===== src/rtl/axi_aw_ring_scheduler.sv =====
// AXI4 write-address / write-response controller that hands out slots of a circular DDR
// region and keeps up to MAX_OUTSTANDING bursts in flight.
//
// state    | meaning
// ---------+-------------------------------------------------------------
// AW_IDLE  | no address on the bus; issue allowed when all gates are open
// AW_START | first cycle of awvalid, start pulse to the W generator
// AW_HOLD  | awvalid held, waiting for AWREADY
module axi_aw_ring_scheduler #(
   parameter int              C_M_AXI_ADDR_WIDTH = 30,
   parameter int              C_M_AXI_DATA_WIDTH = 64,
   parameter int              C_M_AXI_BURST_LEN  = 16,
   parameter longint unsigned BASE_ADDR          = 64'd0,
   parameter int              RING_BURSTS        = 1024,
   parameter int              MAX_OUTSTANDING    = 4
) (
   input  logic                                  M_AXI_ACLK,
   input  logic                                  M_AXI_ARESET,
   input  logic                                  enable,
   input  logic                                  fifo_over_burst_thread,
   output logic                                  start_single_burst_write,
   input  logic                                  M_AXI_AWREADY,
   output logic                                  axi_awvalid,
   output logic [C_M_AXI_ADDR_WIDTH-1:0]         axi_awaddr,
   output logic [7:0]                            axi_awlen,
   input  logic                                  M_AXI_BVALID,
   input  logic [1:0]                            M_AXI_BRESP,
   output logic                                  axi_bready,
   input  logic                                  burst_consumed,
   output logic [$clog2(RING_BURSTS):0]          bursts_committed,
   output logic [$clog2(MAX_OUTSTANDING):0]      outstanding_cnt,
   output logic                                  ring_full,
   output logic                                  write_resp_error
);

   localparam int AW          = C_M_AXI_ADDR_WIDTH;
   localparam int BURST_BYTES = C_M_AXI_BURST_LEN * C_M_AXI_DATA_WIDTH / 8;
   localparam int SW          = (RING_BURSTS > 1) ? $clog2(RING_BURSTS) : 1;
   localparam int CW          = $clog2(RING_BURSTS) + 1;
   localparam int OW          = $clog2(MAX_OUTSTANDING) + 1;

   localparam logic [AW-1:0] BASE_A    = AW'(BASE_ADDR);
   localparam logic [AW-1:0] STEP_A    = AW'(BURST_BYTES);
   localparam logic [SW-1:0] LAST_SLOT = SW'(RING_BURSTS - 1);
   localparam logic [CW-1:0] RING_CNT  = CW'(RING_BURSTS);
   localparam logic [OW-1:0] MAX_OUT   = OW'(MAX_OUTSTANDING);
   localparam logic [7:0]    AWLEN_C   = 8'(C_M_AXI_BURST_LEN - 1);

   typedef enum logic [1:0] {
      AW_IDLE  = 2'd0,
      AW_START = 2'd1,
      AW_HOLD  = 2'd2
   } aw_state_e;

   aw_state_e         state_q, state_d;
   logic [SW-1:0]     slot_q, slot_d;
   logic [AW-1:0]     awaddr_q, awaddr_d;
   logic [CW-1:0]     occ_q, occ_d;
   logic [CW-1:0]     comm_q, comm_d;
   logic [OW-1:0]     out_q, out_d;
   logic              bready_q, bready_d;
   logic              err_q, err_d;

   logic              issue;
   logic              aw_hs;
   logic              b_hs;
   logic              cons_ok;
   logic              full_w;
   logic              unused_bresp;

   assign unused_bresp = M_AXI_BRESP[0];

   // Every gate below looks at registered state only, so the counters can never overshoot.
   assign full_w  = (occ_q == RING_CNT);
   assign issue   = enable & fifo_over_burst_thread & (state_q == AW_IDLE) &
                    (out_q < MAX_OUT) & ~full_w;
   assign aw_hs   = (state_q != AW_IDLE) & M_AXI_AWREADY;
   assign b_hs    = M_AXI_BVALID & bready_q;
   assign cons_ok = burst_consumed & (comm_q != '0);

   always_comb begin
      state_d = state_q;
      unique case (state_q)
         AW_IDLE: begin
            if (issue) begin
               state_d = AW_START;
            end
         end
         AW_START: begin
            state_d = aw_hs ? AW_IDLE : AW_HOLD;
         end
         AW_HOLD: begin
            if (aw_hs) begin
               state_d = AW_IDLE;
            end
         end
         default: begin
            state_d = AW_IDLE;
         end
      endcase
   end

   // Slot advances on the handshake; the address register tracks it incrementally.
   always_comb begin
      slot_d   = slot_q;
      awaddr_d = awaddr_q;
      if (aw_hs) begin
         if (slot_q == LAST_SLOT) begin
            slot_d   = '0;
            awaddr_d = BASE_A;
         end else begin
            slot_d   = slot_q + SW'(1);
            awaddr_d = awaddr_q + STEP_A;
         end
      end
   end

   always_comb begin
      out_d = out_q;
      if (issue & ~b_hs) begin
         out_d = out_q + OW'(1);
      end else if (~issue & b_hs) begin
         out_d = out_q - OW'(1);
      end

      occ_d = occ_q;
      if (issue & ~cons_ok) begin
         occ_d = occ_q + CW'(1);
      end else if (~issue & cons_ok) begin
         occ_d = occ_q - CW'(1);
      end

      comm_d = comm_q;
      if (b_hs & ~cons_ok) begin
         comm_d = comm_q + CW'(1);
      end else if (~b_hs & cons_ok) begin
         comm_d = comm_q - CW'(1);
      end

      bready_d = (out_d != '0);
      err_d    = err_q | (b_hs & M_AXI_BRESP[1]);
   end

   always_ff @(posedge M_AXI_ACLK or posedge M_AXI_ARESET) begin
      if (M_AXI_ARESET) begin
         state_q  <= AW_IDLE;
         slot_q   <= '0;
         awaddr_q <= BASE_A;
         occ_q    <= '0;
         comm_q   <= '0;
         out_q    <= '0;
         bready_q <= 1'b0;
         err_q    <= 1'b0;
      end else begin
         state_q  <= state_d;
         slot_q   <= slot_d;
         awaddr_q <= awaddr_d;
         occ_q    <= occ_d;
         comm_q   <= comm_d;
         out_q    <= out_d;
         bready_q <= bready_d;
         err_q    <= err_d;
      end
   end

   assign start_single_burst_write = (state_q == AW_START);
   assign axi_awvalid              = (state_q != AW_IDLE);
   assign axi_awaddr               = awaddr_q;
   assign axi_awlen                = AWLEN_C;
   assign axi_bready               = bready_q;
   assign bursts_committed         = comm_q;
   assign outstanding_cnt          = out_q;
   assign ring_full                = full_w;
   assign write_resp_error         = err_q;

endmodule


===== config.mk =====
export PLATFORM = sky130hd
export DESIGN_NAME = axi_aw_ring_scheduler
export DESIGN_NICKNAME = d
export VERILOG_FILES = /design/src/rtl/axi_aw_ring_scheduler.sv
export SDC_FILE = /design/constraint.sdc
export NUM_CORES = 1
export LEC_CHECK = 0
export ABC_CLOCK_PERIOD_IN_PS = 3000
export BUFFER_PORTS_ARGS = -buffer_cell sky130_fd_sc_hd__buf_2
export CORE_ASPECT_RATIO = 1.5
export CORE_MARGIN = 1
export CORE_UTILIZATION = 45
export CTS_CLUSTER_SIZE = 16
export DETAILED_ROUTE_END_ITERATION = 7
export PLACE_DENSITY = 0.78
export SKIP_LAST_GASP = 1
export SLEW_MARGIN = 15
export SYNTH_ARGS = -nofsm -noshare
export SYNTH_HDL_FRONTEND = slang
export SYNTH_SLANG_ARGS = --single-unit
export TNS_END_PERCENT = 100

===== constraint.sdc =====
create_clock -name M_AXI_ACLK -period 3 [get_ports M_AXI_ACLK]
set_input_delay 0.9 -clock M_AXI_ACLK [delete_from_list [all_inputs] [get_ports M_AXI_ACLK]]
set_output_delay 0.9 -clock M_AXI_ACLK [all_outputs]
set_load 0.02 [all_outputs]

==> flow_metrics.env, run 1 <==
export IMPL_crit_arrival_ps=3180
export IMPL_chipWidth_um=76.4
export IMPL_ys_types=53
export IMPL_powerDensity_nw_per_um2=1080
export IMPL_syn_inst=392
export IMPL_min_period_ps=2970
export IMPL_finalCritPeriodShare=0.991
export IMPL_total_leakage_power_uw=0.00249
export IMPL_max_vdd_ir_drop_v=0.000742
export IMPL_drt_iter0_markers=233
export IMPL_rows=40
export IMPL_via_per_inst=5.34
export IMPL_syn2layout_area_growth_pct=38.6
export IMPL_rsz0062_at_grt="yes"
export IMPL_finalHoldViolCount=0
export IMPL_place_gp_congestion=0.856
export IMPL_ant_nets=0
export IMPL_nNetsFinal=546
export IMPL_synthesis_area_sq_um=3730
export IMPL_most_common_layout_cells="dfrtp_1 (62), buf_4 (62), buf_2 (49)"
export IMPL_endpoint_kind="flop"
export IMPL_start_util=0.466
export IMPL_required_ps=3210
export IMPL_synth_edf_count=0
export IMPL_core_sq_um=8010
export IMPL_fmax_mhz=336
export IMPL_synthTopCellsByArea="dfrtp_1 (42%), ha_1 (8.7%), xor2_1 (6.1%)"
export IMPL_cts_buffer_depth=2
export IMPL_yosys_warnings=0
export IMPL_die_h_um=114
export IMPL_syn_mean_instance_area_sq_um=9.52
export IMPL_port_buffers=49
export IMPL_htreeDepth=3
export IMPL_finClkSkew_ps=6.83
export IMPL_layout_drive_gt1_share=0.337
export IMPL_synth_seq_cells=62
export IMPL_hp_class="flop to flop"
export IMPL_slowest_delay_ps=390
export IMPL_whs_path_depth=1
export IMPL_worstPathMaxFanout=7
export IMPL_setup_ws_ps=27.2
export IMPL_overflow=0
export IMPL_r2r_start="bursts_committed[0]$_DFFE_PP0P_"
export IMPL_hold_slack_ps=452
export IMPL_start_kind="flop"
export IMPL_grt_usage=0.224
export IMPL_cts_root_buf="clkbuf_16"
export IMPL_antenna_found_initial=0
export IMPL_path_clk_slew_ps=50
export IMPL_crit_chain="nor4_2 > nand2_1 > o41ai_2 > buf_4 > ha_4 > clkinvlp_4 > buf_12 > ha_4 > and3b_2 > o221ai_4 > a21oi_4 > a21oi_2 > a311oi_2 > xnor2_1"
export IMPL_finalMaxSlewViolations=0
export IMPL_preCtsSetupSlack_ps=-333
export IMPL_worstMarginPinSlew_ps=799
export IMPL_slowest_stage="dfrtp_1"
export IMPL_async_flop_share=1.00
export IMPL_ys_flop_type="dfrtp_1"
export IMPL_cts_made_buffers=9
export IMPL_ys_seq_area_frac=0.416
export IMPL_synth_top_area_frac=0.416
export IMPL_drcViolationCount=0
export IMPL_numClockSinks=62
export IMPL_crit_top_cell="ha_4"
export IMPL_vias=3308
export IMPL_wl_per_cell_um=15.0
export IMPL_r2r_end="occ_q[10]$_DFFE_PP0P_"
export IMPL_n_fill_cell=610
export IMPL_cts_tree="yes"
export IMPL_reg2reg_slack_ps=30
export IMPL_first_pass_iters=4
export IMPL_hp_start="write_resp_error$_DFF_PP0_"
export IMPL_critPathTopFamily="compound AO/OA/AOI/OAI gates"
export IMPL_path_class="flop to flop"
export IMPL_hpwl_um=6310
export IMPL_cap_violations=0
export IMPL_grt_pass1_vias=3366
export IMPL_setup_violations=0
export IMPL_antenna_cells=0
export IMPL_die_area_sq_um=8670
export IMPL_yosysTopAreaCell="dfrtp_1"
export IMPL_hold_path_end="write_resp_error$_DFF_PP0_"
export IMPL_pin_count=66
export IMPL_ff2ff_path_depth=14
export IMPL_grt_max_degree=63
export IMPL_worstSkewPairLatency_ps=330
export IMPL_routed_wl_um=9260
export IMPL_status="finished clean"
export IMPL_maxSlewHeadroom=0.467
export IMPL_grt_pass1_wl_um=15400
export IMPL_cp_num_buf_inv=3
worst max path at each step:
| stage | from | endpoint | slack [ps] | depth (start not counted) |
|---|---|---|---|---|
| global placement | enable | occ_q[9]$_DFFE_PP0P_ | -270 | 12 |
| floorplan | bursts_committed[3]$_DFFE_PP0P_ | bursts_committed[9]$_DFFE_PP0P_ | -70 | 12 |
| CTS | bursts_committed[4]$_DFFE_PP0P_ | bursts_committed[10]$_DFFE_PP0P_ | -80 | 13 |
| global route | bursts_committed[0]$_DFFE_PP0P_ | bursts_committed[10]$_DFFE_PP0P_ | -140 | 14 |
| detailed placement | enable | occ_q[9]$_DFFE_PP0P_ | -330 | 12 |
| finish | bursts_committed[0]$_DFFE_PP0P_ | occ_q[10]$_DFFE_PP0P_ | 30 | 14 |
state kept, by name, summed over array words and instances (netlist names):
register          flops
axi_awaddr           23
axi_bready            1
bursts_committed     11
occ_q                11
outstanding_cnt       3
slot_q               10
state_q               2
write_resp_error      1
where the power goes:
group	switching, uW	leakage, uW	internal (uW)
combinational	1510	0.00152	1630
sequential	228	0.000799	1080
clock	359	0.000166	793
total	2100	0.00249	3500
cells in the mapped netlist, types with 11 or more instances:
| cell | count |
|---|---|
| nor2_1 | 32 |
| o21ai_0 | 26 |
| dfrtp_1 | 62 |
| xor2_1 | 26 |
| buf_4 | 15 |
| ha_1 | 26 |
| nand3_1 | 12 |
| xnor2_1 | 19 |
| inv_1 | 13 |
| and3_1 | 11 |
| a21oi_1 | 16 |
| nand2_1 | 41 |
timing repair:
action | 4_1_cts | 5_1_grt
setup buffers | 4 | 3
hold endpoints to repair | 0 | 0
hold buffers | 0 | 0
gates resized for setup | 32 | 12
setup endpoints to repair | 9 | 10
pin swaps | 26 | 10
metrics by stage:
stage,TNS (ps),cells,power (uW),utilization,instance area (sq um)
finish,0,619,5600,0.646,5170
detailed placement,-2230,596,3940,0.563,4510
global route,-728,619,5980,0.646,5170
global placement,-1700,596,3820,0.563,4510
CTS,-136,616,5390,0.636,5090
floorplan,-196,405,2900,-,3810
area by class of cell:
class | count | area [sq um] | share of cell area
multi-input cells | 305 | 2300 | 0.445
flip-flops and latches | 62 | 1550 | 0.300
repair buffers | 118 | 798 | 0.154
clock buffers | 13 | 270 | 0.0522
well taps | 105 | 131 | 0.0254
clock inverters | 3 | 65.1 | 0.0126
inverters | 13 | 55.1 | 0.0106
metal layers:
metal | global-route usage | share of wire
met5 | 0 | 0
met2 | 0.428 | 0.56
met3 | 0.0600 | 0.041
met1 | 0.232 | 0.38
met4 | 0.0821 | 0.013
cell families (layout without fill, tap and decap cells):
kind of cell	count (synthesis)	count (layout)	synth area share
other	2	15	0.00201
xor gates and xnor gates	45	45	0.106
adders and majority gates	29	29	0.101
DFF	62	62	0.416
AOI/OAI and AO/OA	76	76	0.130
and+or+nand+nor	138	138	0.187
muxes	2	2	0.00536
buffers and inverters	38	147	0.0540
No activity file was read; power rests on OpenSTA's default activity.
==> inputs of run 2 (changes only) <==
MAX_ROUTING_LAYER = met4   (was default)
==> run 2 against run 1 <==
Effect of this change: die area stayed put; register-to-register slack hardly changed; clock-buffer cell count did not move; first-iteration DRC count shrank 9.0%; critical path depth stayed put; critical path type unchanged; highest routed layer unchanged.
==> flow_metrics.env, run 2 (synthesized netlist as in run 1, its figures left out) <==
export IMPL_drcViolationCount=0
export IMPL_p_int_uw=3500
export IMPL_slowest_stage="dfrtp_1"
export IMPL_finClkSkew_ps=6.80
export IMPL_instances_no_fill=619
export IMPL_grt_usage=0.232
export IMPL_worstSkewPairLatency_ps=330
export IMPL_numClockSinks=62
export IMPL_setup_violations=0
export IMPL_antenna_cells=0
export IMPL_grt_pass1_vias=3360
export IMPL_layout_drive_gt1_share=0.337
export IMPL_cts_made_buffers=9
export IMPL_max_vdd_ir_drop_v=0.000742
export IMPL_powerDensity_nw_per_um2=1080
export IMPL_slowest_delay_ps=390
export IMPL_cap_violations=0
export IMPL_die_h_um=114
export IMPL_syn2layout_area_growth_pct=38.6
export IMPL_worstPathMaxFanout=7
export IMPL_required_ps=3210
export IMPL_status="finished clean"
export IMPL_wl_per_cell_um=15.0
export IMPL_stdcell_area_sq_um=5170
export IMPL_grt_max_degree=63
export IMPL_antenna_found_initial=0
export IMPL_path_clk_slew_ps=50
export IMPL_netSwitchingFraction=0.376
export IMPL_via_per_inst=5.37
export IMPL_power_switching_uw=2110
export IMPL_cts_tree="yes"
export IMPL_min_period_ps=2970
export IMPL_cp_num_buf_inv=3
export IMPL_endpoint_kind="flop"
export IMPL_crit_chain="nor4_2 > nand2_1 > o41ai_2 > buf_4 > ha_4 > clkinvlp_4 > buf_12 > ha_4 > and3b_2 > o221ai_4 > a21oi_4 > a21oi_2 > a311oi_2 > xnor2_1"
export IMPL_hpwl_um=6310
export IMPL_worstMarginPinSlew_ps=795
export IMPL_comb_power_share=0.561
export IMPL_maxSlewHeadroom=0.470
export IMPL_pin_count=66
export IMPL_dpl_cell_area_sq_um=4510
export IMPL_start_util=0.466
export IMPL_finalMaxSlewViolations=0
export IMPL_cts_root_buf="clkbuf_16"
export IMPL_gr_usage_met2=0.432
export IMPL_most_common_layout_cells="dfrtp_1 (62), buf_4 (62), buf_2 (49)"
export IMPL_finalPower_uw=5610
export IMPL_p_seq_frac=0.233
export IMPL_crit_top_cell="ha_4"
export IMPL_first_pass_iters=4
export IMPL_largest_register_ffs=23
export IMPL_finalHoldViolCount=0
export IMPL_start_kind="flop"
export IMPL_rows=40
export IMPL_setup_tns_ps=0
export IMPL_post_route_util=0.646
export IMPL_busiest_layer="met2"
export IMPL_overflow=0
export IMPL_finalCritPeriodShare=0.990
export IMPL_grtUsageMet3=0.0600
export IMPL_die_area_sq_um=8670
export IMPL_dp_cells=596
export IMPL_critPathTopFamily="compound AO/OA/AOI/OAI gates"
export IMPL_grt_pass1_wl_um=15400
export IMPL_total_leakage_power_uw=0.00249
export IMPL_core_sq_um=8010
export IMPL_chipWidth_um=76.4
export IMPL_fmax_mhz=337
export IMPL_drt_iter0_markers=212
export IMPL_htreeDepth=3
export IMPL_path_class="flop to flop"
export IMPL_cts_buffer_depth=2
export IMPL_hp_class="flop to flop"
export IMPL_grt_met1_usage=0.230
export IMPL_ant_nets=0
export IMPL_vias=3322
export IMPL_crit_arrival_ps=3180
export IMPL_nNetsFinal=546
export IMPL_port_buffers=49
export IMPL_clkPwrFrac=0.206
export IMPL_routed_wl_um=9280
export IMPL_rsz0062_at_grt="yes"
export IMPL_place_gp_congestion=0.870
[run 2: cell counts in the layout (fill, tap and decap cells not counted)]
Identical to the previous run, type by type.
[run 2: final timing paths]
kind,startpoint,cells past startpoint,slack (ps),endpoint
setup / recovery,bursts_committed[0]$_DFFE_PP0P_,14,30,occ_q[10]$_DFFE_PP0P_
hold / removal,write_resp_error$_DFF_PP0_,1,450,write_resp_error$_DFF_PP0_
setup reg to reg,bursts_committed[0]$_DFFE_PP0P_,14,30,occ_q[10]$_DFFE_PP0P_
hold reg to reg,write_resp_error$_DFF_PP0_,1,450,write_resp_error$_DFF_PP0_
max in group asynchronous,M_AXI_ARESET,3,1680,axi_awaddr[27]$_DFFE_PP0P_
min in group asynchronous,M_AXI_ARESET,3,790,axi_awaddr[28]$_DFFE_PP0P_
[run 2: cell type report]
class	count	area (sq um)
clock inverter	3	65.1
fill	610	2830
timing repair buffer	118	798
clock buffer	13	270
multi-input combinational	305	2300
sequential	62	1550
inverter	13	55.1
tap	105	131
[run 2: worst reg2reg max path: stages, from the launching register on]
cell,delay [ps]
dfrtp_1,390
nor4_2,290
nand2_1,130
o41ai_2,230
buf_4,200
ha_4,150
clkinvlp_4,90
buf_12,150
ha_4,270
and3b_2,220
o221ai_4,130
a21oi_4,200
a21oi_2,80
a311oi_2,220
xnor2_1,110
[run 2: through the flow]
step                hold WS [ps]  setup slack [ps]
finish                       452              29.2
global route                 468              -144
CTS                          456             -80.5
detailed placement           443              -333
global placement             436              -267
floorplan                    439             -67.4
[run 2: power groups by stage]
| stage | combinational (uW) | sequential [uW] | clock (uW) |
|---|---|---|---|
| after CTS | 2920 | 1300 | 1170 |
| after floorplan | 1460 | 1440 | 0 |
| after global routing | 3440 | 1340 | 1210 |
| final | 3140 | 1310 | 1160 |
| after global placement | 2540 | 1280 | 0 |
| after detailed placement | 2650 | 1290 | 0 |
[run 2: what timing repair did]
item / in CTS / in global routing
buffers inserted: 4 / 3
pin swaps: 26 / 10
hold buffers: 0 / 0
hold endpoints to repair: 0 / 0
gates resized for setup: 32 / 12
endpoints found under the setup margin: 9 / 10
[run 2: layer usage]
metal  vias up  routed length, um
met4         0                156
met2        64               5180
met3        16                327
li1       1593                  -
met5         -                  0
met1      1649               3620
